## src/rtl/param_updown_counter.sv

```systemverilog
// WIDTH-bit up/down counter with programmable terminal value, wrap/saturate mode,
// enable prescaler, terminal-count flag, wrap pulse and sticky overflow flag.
module param_updown_counter #(
  parameter int unsigned WIDTH     = 8,
  parameter int unsigned MAX_COUNT = (2 ** WIDTH) - 1,
  parameter int unsigned PRESCALE  = 1
) (
  input  logic             CLOCK,
  input  logic             RESET,
  input  logic             ENABLE,
  input  logic             LOAD,
  input  logic [WIDTH-1:0] DATA,
  input  logic             UP,
  input  logic             SATURATE,
  input  logic             CLEAR_OVF,
  output logic [WIDTH-1:0] COUNT,
  output logic             TERMINAL,
  output logic             WRAP,
  output logic             OVERFLOW
);

  localparam logic [WIDTH-1:0] MAX_V      = WIDTH'(MAX_COUNT);
  localparam bit               NEED_CLAMP = (MAX_COUNT < ((2 ** WIDTH) - 1));

  logic [WIDTH-1:0] count_q, count_d;
  logic             wrap_q, wrap_d;
  logic             ovf_q, ovf_d;
  logic             step_c;
  logic [WIDTH-1:0] load_val_c;

  // Loads above the terminal value are clamped so the count never leaves 0..MAX_COUNT.
  generate
    if (NEED_CLAMP) begin : g_clamp
      assign load_val_c = (DATA > MAX_V) ? MAX_V : DATA;
    end else begin : g_no_clamp
      assign load_val_c = DATA;
    end
  endgenerate

  // Prescaler: one step per PRESCALE enabled, non-load cycles.
  generate
    if (PRESCALE > 1) begin : g_ps
      localparam int unsigned      PS_W    = $clog2(PRESCALE);
      localparam logic [PS_W-1:0]  PS_LAST = PS_W'(PRESCALE - 1);
      logic [PS_W-1:0] ps_q, ps_d;

      always_comb begin
        ps_d   = ps_q;
        step_c = 1'b0;
        if (LOAD) begin
          ps_d = '0;
        end else if (ENABLE) begin
          if (ps_q == PS_LAST) begin
            ps_d   = '0;
            step_c = 1'b1;
          end else begin
            ps_d = ps_q + PS_W'(1);
          end
        end
      end

      always_ff @(posedge CLOCK) begin
        if (RESET) ps_q <= '0;
        else       ps_q <= ps_d;
      end
    end else begin : g_no_ps
      assign step_c = ENABLE & ~LOAD;
    end
  endgenerate

  // Next count selected by compare against the limits; no modulo arithmetic.
  always_comb begin
    count_d = count_q;
    wrap_d  = 1'b0;
    ovf_d   = ovf_q;
    if (CLEAR_OVF) ovf_d = 1'b0;
    if (LOAD) begin
      count_d = load_val_c;
    end else if (step_c) begin
      if (UP) begin
        if (count_q != MAX_V) begin
          count_d = count_q + WIDTH'(1);
        end else begin
          ovf_d = 1'b1;
          if (!SATURATE) begin
            count_d = '0;
            wrap_d  = 1'b1;
          end
        end
      end else begin
        if (count_q != '0) begin
          count_d = count_q - WIDTH'(1);
        end else begin
          ovf_d = 1'b1;
          if (!SATURATE) begin
            count_d = MAX_V;
            wrap_d  = 1'b1;
          end
        end
      end
    end
  end

  always_ff @(posedge CLOCK) begin
    if (RESET) begin
      count_q <= '0;
      wrap_q  <= 1'b0;
      ovf_q   <= 1'b0;
    end else begin
      count_q <= count_d;
      wrap_q  <= wrap_d;
      ovf_q   <= ovf_d;
    end
  end

  assign COUNT    = count_q;
  assign WRAP     = wrap_q;
  assign OVERFLOW = ovf_q;
  assign TERMINAL = UP ? (count_q == MAX_V) : (count_q == '0);

endmodule

```

## config.mk

```make
export PLATFORM = sky130hd
export DESIGN_NAME = param_updown_counter
export DESIGN_NICKNAME = d
export VERILOG_FILES = /design/src/rtl/param_updown_counter.sv
export SDC_FILE = /design/constraint.sdc
export NUM_CORES = 1
export LEC_CHECK = 0
export ABC_AREA = 1
export BUFFER_PORTS_ARGS = -buffer_cell sky130_fd_sc_hd__buf_2
export CAP_MARGIN = 20
export CORE_UTILIZATION = 56
export CTS_CLUSTER_SIZE = 8
export DETAILED_ROUTE_END_ITERATION = 6
export GPL_TIMING_DRIVEN = 0
export PLACE_DENSITY_LB_ADDON = 0.08
export SETUP_SLACK_MARGIN = 0.3
export SYNTH_ARGS = -nofsm -noshare
export SYNTH_HDL_FRONTEND = slang
export SYNTH_SLANG_ARGS = --single-unit
```

## constraint.sdc

```tcl
create_clock -name CLOCK -period 2.38 [get_ports CLOCK]
set_input_delay 0.238 -clock CLOCK [delete_from_list [all_inputs] [get_ports CLOCK]]
set_output_delay 0.238 -clock CLOCK [all_outputs]
set_load 0.05 [all_outputs]
```

==> flow_summary.ini, run 1 <==
[drt]
drt-vias-per-instance = 5.502
drc_errors = 0
post_drt_wl_per_cell_um = 12.29
detail-route-antenna-nets = 0
drtIter0Drc = 93
routed_wl_um = 2569
vias = 1150
drtPass1Iterations = 4

[pwr]
p_int_uw = 324.7
clockPowerShare_pct = 20.8
power_uw = 588.4
p_sw_uw = 263.6
power-per-cell-area_mw_per_mm2 = 518.5
p_sw_share_pct = 44.81
peakVddDrop_mv = 0.4643
comb_power_share_pct = 44.8
p_leak_nw = 0.6129
p_seq_share_pct = 34.5

[clocking]
cts_tree = done
cts_setup_buffers = 0
htree_levels = 1
clk_latency_ps = 270
cts_resized = 0
cts_buffers = 3
ctsHoldBuffers = 0
cts_sinks = 10
cts_buffer_depth = 2
cts_root_buffer = clkbuf_4
clkSlewWorstSetupHoldPaths_ps = 70

[sta]
hold_violations = 0
fmax_mhz = 513.9
rsz0062_at_grt = no
tightest_slew_ps = 286.1
slew_violations = 0
layout_setup_ws_ps = 433.9
max_slew_margin_pct = 80.93
final.setup_skew_ps = 4.547
layout_min_cycle_time_ps = 1946
fin_hold_ws_ps = 202.3
setup_tns_ps = 0
fin_crit_sh_pct = 81.77
setup_violations = 0

[place]
dpl.cell_count = 206
port_buffers = 23
place_congestion = 0.8836
place_area_mm2 = 0.001112
dp_hpwl_um = 1975
place_ws_ps = 737.4

[yosys]
seq_area_frac_synth_pct = 20.49
syn-cell-area_um2 = 977.2
yosys_register_bits = 10
yosysWarningCount = 0
synth_cell_type_count = 23
syn_area_per_cell_um2 = 5.851
syn_inst = 167
syn-num-nets = 185

[critical_path]
required_ps = 2140
crit_type = reg2out
crit_fanout = 6
startpoint_type = flip-flop
arrival_ps = 1710
end_kind = primary output

[global_route]
antenna_found_initial = 0
grt_overflow = 0
grt_pass1_vias = 1008
grt_use_total_pct = 30.02
grt_pass1_wl_um = 4278
grt_max_degree = 11

[layout]
layout_commonest_cell = nand2_1
num-nets-final = 213
fin_area_mm2 = 0.001135
mostFrequentLayoutCells = nand2_1, nor2_1, buf_2
post-route-util_pct = 72.79
fillCellCount = 159
layout.cells.non_filler = 209
area_delta_synth_final_pct = 16.13
drive_gt1_share_pct = 23.32
num_antenna_cells = 0

[outcome]
outcome = completed

[flow_run]
max_cap_viol_count = 0

[floorplan]
dieWidth_um = 43.77
core_mm2 = 0.001559
die_y_um = 43.77
initial_core_util_pct = 62.68
rows = 14
io_pins = 26
dieArea_mm2 = 0.001916

[worst_hold_path]
holdCritPathClass = in2reg
[worst max-delay path, cell delays in order (launching register included)]
cell	delay, ps
dfxtp_1	360
inv_1	180
ha_1	190
nand2_2	70
nor2_4	160
nand2_1	110
nand2_2	100
buf_2	260
[sequential cells by signal, summed over array words and instances (netlist names)]
register,flops
COUNT,8
WRAP,1
OVERFLOW,1
[final timing paths]
kind | from | endpoint | slack, ps | depth (start not counted)
max | COUNT[0] | TERMINAL | 430 | 7
min | SATURATE | WRAP | 200 | 2
max reg2reg | COUNT[1] | COUNT[4] | 740 | 7
min reg2reg | OVERFLOW | OVERFLOW | 460 | 2
[final cells by class]
type                       count  area [um2]  share of cell area, %
sequential                    10       200.2                  17.64
timing repair buffer          23       115.1                  10.14
inverter                      23       86.33                  7.607
clock buffer                   3       22.52                  1.985
tap                           16       20.02                  1.764
multi-input combinational    131       656.9                  57.88
buffer                         3       33.78                  2.977
[cell families after synthesis]
group	Yosys count	share of synthesized area [%]
fa+ha+maj	3	3.842
flops	10	20.49
simple gates	107	51.60
buf+inv	26	12.29
xor+xnor	2	1.793
compound gates	19	9.987
[power by group through the flow]
stage / sequential [mW] / clock [mW] / combinational (mW)
4_1_cts: 0.202 / 0.121 / 0.263
2_1_floorplan: 0.250 / 0 / 0.156
5_1_grt: 0.205 / 0.130 / 0.293
3_3_place_gp: 0.206 / 0 / 0.256
3_5_place_dp: 0.206 / 0 / 0.261
6_report: 0.203 / 0.122 / 0.263
[cells in the mapped netlist]
library cell / instances / area share (%)
nand2_1: 44 / 17
nor2_1: 23 / 8.8
nand3_1: 20 / 10
inv_1: 18 / 6.9
dfxtp_1: 10 / 20
a21oi_1: 9 / 4.6
o21ai_0: 9 / 4.6
nand2_2: 4 / 2.6
nand4_1: 4 / 2.6
buf_6: 3 / 3.5
ha_1: 3 / 3.8
inv_2: 3 / 1.2
nor2_4: 3 / 3.5
clkinv_1: 2 / 0.77
nand3_2: 2 / 2.0
nor2_2: 2 / 1.3
xor2_1: 2 / 1.8
and2_1: 1 / 0.64
nand4_2: 1 / 1.3
nor3_1: 1 / 0.51
o211ai_1: 1 / 0.77
or2_0: 1 / 0.64
or2_2: 1 / 0.64
[layer usage]
layer	vias to the layer above	wire length, um	global-route usage [%]
met3	8	206	6.667
li1	591	-	-
met1	491	1087	37.37
met5	-	0	0
met4	0	39	8.125
met2	60	1236	51.64
(Power assumes the default switching activity.)
==> run 2, diff against run 1 <==
- CORE_UTILIZATION: 56 -> 47
- clock period: 2.38 -> 1.72 ns (I/O delays scaled with it)
==> flow_summary.ini, run 2 (synthesis results as in run 1) <==
[sta]
setup_tns_ps = 0
layout_min_cycle_time_ps = 1560
slew_violations = 0
fmax_mhz = 640.8
rsz0062_at_grt = yes
setup_violations = 0
fin_crit_sh_pct = 90.73
hold_violations = 0
final.setup_skew_ps = 0.6781
max_slew_margin_pct = 77.91
tightest_slew_ps = 330.1

[critical_path]
crit_type = reg2out
cp_slowest_cell = dfxtp_4
worstRegToRegCells = 9
critical_path_buf_inv_count = 1
critPathMaxStageDelay_ps = 390
required_ps = 1550
end_kind = primary output
arrival_ps = 1390
crit_chain = ha_4 > nand2_4 > nor2_4 > nand3_2 > nand2_4 > buf_8
critPathTopFamily = simple AND/OR/NAND/NOR gates
r2r_end = COUNT[2]
r2r_start = COUNT[1]
startpoint_type = flip-flop
crit_fanout = 4
crit_path_frequent_cell = nand2_4
reg2reg_slack_ps = 200

[drt]
drc_errors = 0
vias = 1219
routed_wl_um = 3073
drtPass1Iterations = 4
detail-route-antenna-nets = 0
drtIter0Drc = 42
drt-vias-per-instance = 5.209
post_drt_wl_per_cell_um = 13.13

[layout]
multi_input_area_um2 = 780.7
fin_area_mm2 = 0.001403
post-route-util_pct = 71.49
layout_commonest_cell = nand2_1
ff_latch_area_um2 = 217.7
num_antenna_cells = 0
drive_gt1_share_pct = 40.10
fillCellCount = 168
largest_reg_flops = 8
mostFrequentLayoutCells = nand2_1, buf_2, nor2_1
area_delta_synth_final_pct = 43.53
num-nets-final = 226
layout.cells.non_filler = 234

[flow_run]
max_cap_viol_count = 0

[global_route]
grt_overflow = 0
grt_max_degree = 11
antenna_found_initial = 0
grt_pass1_vias = 1056
grt_use_total_pct = 29.36
grt_pass1_wl_um = 4650

[place]
dpl.cell_count = 217
place_congestion = 0.8877
dp_hpwl_um = 2057
port_buffers = 23
place_area_mm2 = 0.001179

[pwr]
p_leak_nw = 0.7122
peakVddDrop_mv = 0.5178
power-per-cell-area_mw_per_mm2 = 664.0
power_uw = 931.3

[worst_hold_path]
min_path_cells = 4
holdCritPathClass = in2reg
min_to = OVERFLOW
worstHoldStart = CLEAR_OVF

[clocking]
cts_buffer_depth = 2
clk_latency_ps = 270
htree_levels = 1
cts_buffers = 3
cts_tree = done
cts_sinks = 10
clkSlewWorstSetupHoldPaths_ps = 70
cts_root_buffer = clkbuf_4

[floorplan]
core_mm2 = 0.001962
rows = 16
die_y_um = 47.60
initial_core_util_pct = 49.81
io_pins = 26
dieWidth_um = 47.60
dieArea_mm2 = 0.002265

[outcome]
outcome = completed
[run 2: stage by stage]
step | hold WS, ps | setup WS [ps]
after global routing | 139.3 | 106.2
after floorplan | 231.4 | 272.3
final | 141.3 | 159.5
after detailed placement | 422.4 | 236.6
after CTS | 137.4 | 178.7
after global placement | 411.2 | 244.7
[run 2: routing by layer]
metal,wire length [um],track usage (%),up-vias
met5,0,0,-
met4,47,9.444,0
met3,141,7.925,9
met2,1516,48.22,37
met1,1368,37.41,549
li1,-,-,624
[run 2: area by class of cell]
| type | instances | share of cell area, % |
|---|---|---|
| Multi-Input combinational cell | 132 | 55.66 |
| Timing Repair Buffer | 35 | 15.61 |
| Sequential cell | 10 | 15.52 |
| Inverter | 23 | 6.512 |
| Buffer | 3 | 2.409 |
| Tap cell | 27 | 2.409 |
| Clock buffer | 4 | 1.873 |
[run 2: how the worst max path moves through the flow]
stage	start	endpoint	cells past startpoint
2_1_floorplan	COUNT[0]	COUNT[7]	10
3_3_place_gp	COUNT[0]	COUNT[4]	8
3_5_place_dp	COUNT[0]	COUNT[4]	8
4_1_cts	COUNT[0]	TERMINAL	6
5_1_grt	COUNT[1]	TERMINAL	7
6_report	COUNT[1]	TERMINAL	6
[run 2: worst reg2reg max path: cells and delay by family (launching register included)]
family                   cells  cell delay [ps]
AND/OR/NAND/NOR              7              830
flip-flops                   1              390
adder cells (fa/ha/maj)      1              150
buffers and inverters        1               50
[run 2: repair_timing]
item,in CTS,in global routing
endpoints found under the setup margin,8,11
pin swaps,5,5
gates resized for setup,9,15
gates cloned,1,0
hold endpoints to repair,0,0
buffers inserted,9,3
hold buffers,0,0
[run 2: power breakdown]
group / switching (mW) / internal, mW / leakage, nW / total (mW)
Combinational: 0.289 / 0.173 / 0.611 / 0.462
Sequential: 0.0368 / 0.254 / 0.0859 / 0.291
Clock: 0.0885 / 0.0899 / 0.0150 / 0.178
==> run 3, diff against run 2 <==
- ABC_AREA: 1 -> 0
- CORE_UTILIZATION: 47 -> 45
==> flow_summary.ini, run 3 <==
[global_route]
grt_use_total_pct = 27.42
grt_overflow = 0
grt_pass1_vias = 915
antenna_found_initial = 0
grt_pass1_wl_um = 4029
grt_max_degree = 11

[sta]
fin_hold_ws_ps = 105.3
rsz0062_at_grt = yes
max_slew_margin_pct = 67.29
fin_crit_sh_pct = 118.2
hold_violations = 0
layout_min_cycle_time_ps = 2033
setup_tns_ps = -2631
fmax_mhz = 492.0
final.setup_skew_ps = 4.104
slew_violations = 0
setup_violations = 11
tightest_slew_ps = 490.7
layout_setup_ws_ps = -312.5

[clocking]
cts_buffer_depth = 2
cts_sinks = 10
cts_tree = done
clk_latency_ps = 270
cts_buffers = 3
clkSlewWorstSetupHoldPaths_ps = 70
cts_root_buffer = clkbuf_4
htree_levels = 1

[pwr]
power-per-cell-area_mw_per_mm2 = 721.3
p_leak_nw = 0.4595
power_uw = 860.1
peakVddDrop_mv = 0.5060

[floorplan]
dieArea_mm2 = 0.002016
die_y_um = 44.90
rows = 15
io_pins = 26
dieWidth_um = 44.90
core_mm2 = 0.001727
initial_core_util_pct = 47.97

[layout]
post-route-util_pct = 69.06
num-nets-final = 163
layout_commonest_cell = buf_2
fin_area_mm2 = 0.001192
largest_reg_flops = 8
drive_gt1_share_pct = 48.61
num_antenna_cells = 0
area_delta_synth_final_pct = 43.96
layout.cells.non_filler = 169
mostFrequentLayoutCells = buf_2, nand2_1, o21ai_0

[drt]
detail-route-antenna-nets = 0
drtPass1Iterations = 5
drt-vias-per-instance = 5.852
post_drt_wl_per_cell_um = 15.15
routed_wl_um = 2561
vias = 989
drtIter0Drc = 29
drc_errors = 0

[yosys]
ys_top_cells_by_count = dfxtp_1, nand2_1, a21oi_1
synth_ff_type = dfxtp_1
yosysWarningCount = 0
syn_area_per_cell_um2 = 7.599
synth_edf_count = 0
synth_cell_type_count = 38
async_reset_ff_share_pct = 0
yosys_register_bits = 10
synth_area_leaders = dfxtp_1, a21oi_1, a211oi_1
syn-num-nets = 127
syn_inst = 109
synth_top_area_share_pct = 24.17
yosysTopAreaCell = dfxtp_1
seq_area_frac_synth_pct = 24.17
syn-cell-area_um2 = 828.3

[place]
dpl.cell_count = 158
dp_hpwl_um = 1675
place_congestion = 0.8149
place_ws_ps = -386.5
place_area_mm2 = 0.001005
port_buffers = 24

[worst_hold_path]
holdCritPathClass = in2reg
worstHoldStart = SATURATE

[critical_path]
crit_type = reg2out
r2r_start = COUNT[2]
reg2reg_slack_ps = -290
arrival_ps = 1860
startpoint_type = flip-flop
required_ps = 1550
end_kind = primary output
crit_fanout = 3
startpoint = COUNT[2]

[outcome]
outcome = finished, violations left
violations = setup timing

[flow_run]
max_cap_viol_count = 0
## run 3: cell types whose count changed after synthesis, sizes merged, moves of 3 or more
cell,previous run,this run
nand2b,0,4
a211oi,0,5
nand3,22,6
nand4,5,1
or3,0,3
o31ai,0,3
nand2,48,10
nor2,28,8
inv,21,6
nor3,1,4
## run 3: kinds of logic after synthesis
kind of cell               after synthesis  share of synthesized area (%)
AOI/OAI and AO/OA                       39                          33.23
and+or+nand+nor                         45                          30.51
DFF                                     10                          24.17
buffers and inverters                   11                          6.495
xor gates and xnor gates                 1                          1.058
adders and majority gates                3                          4.532
## run 3: final cells by class
class | count | area, um2
plain buffers | 5 | 35.03
clock buffers | 4 | 36.28
fillers | 148 | 534.3
inverters | 6 | 22.52
multi-input cells | 88 | 663.1
flip-flops and latches | 10 | 214.0
well taps | 25 | 31.28
repair buffers | 31 | 190.2
## run 3: repair_timing
item | 4_1_cts | 5_1_grt
resized for setup | 15 | 8
pin swaps | 18 | 11
hold buffers | 0 | 0
buffers inserted | 7 | 0
setup endpoints to repair | 11 | 11
## run 3: where the power goes
group	internal [mW]	switching, mW	leakage, nW	total, mW
Sequential	0.252	0.0337	0.0850	0.285
Clock	0.129	0.0866	0.0210	0.215
Combinational	0.141	0.219	0.353	0.359
## run 3: path summary, 6_finish.rpt
| check | end | depth (start not counted) |
|---|---|---|
| setup / recovery | TERMINAL | 5 |
| hold / removal | WRAP | 2 |
| setup reg to reg | COUNT[3] | 7 |
| hold reg to reg | OVERFLOW | 2 |
## run 3: per-layer routing
metal / global-route usage [%] / part of all wire (%) / vias to the layer above
li1: - / - / 479
met1: 33.50 / 42 / 460
met2: 45.29 / 50 / 44
met3: 10.00 / 7.2 / 6
met4: 7.879 / 1.5 / 0
met5: 0 / 0 / -
## run 3: worst max-delay path: stages, from the launching register on
cell	delay [ps]
dfxtp_4	340
buf_6	110
or4_4	550
nor4_4	240
or2_4	200
buf_8	140
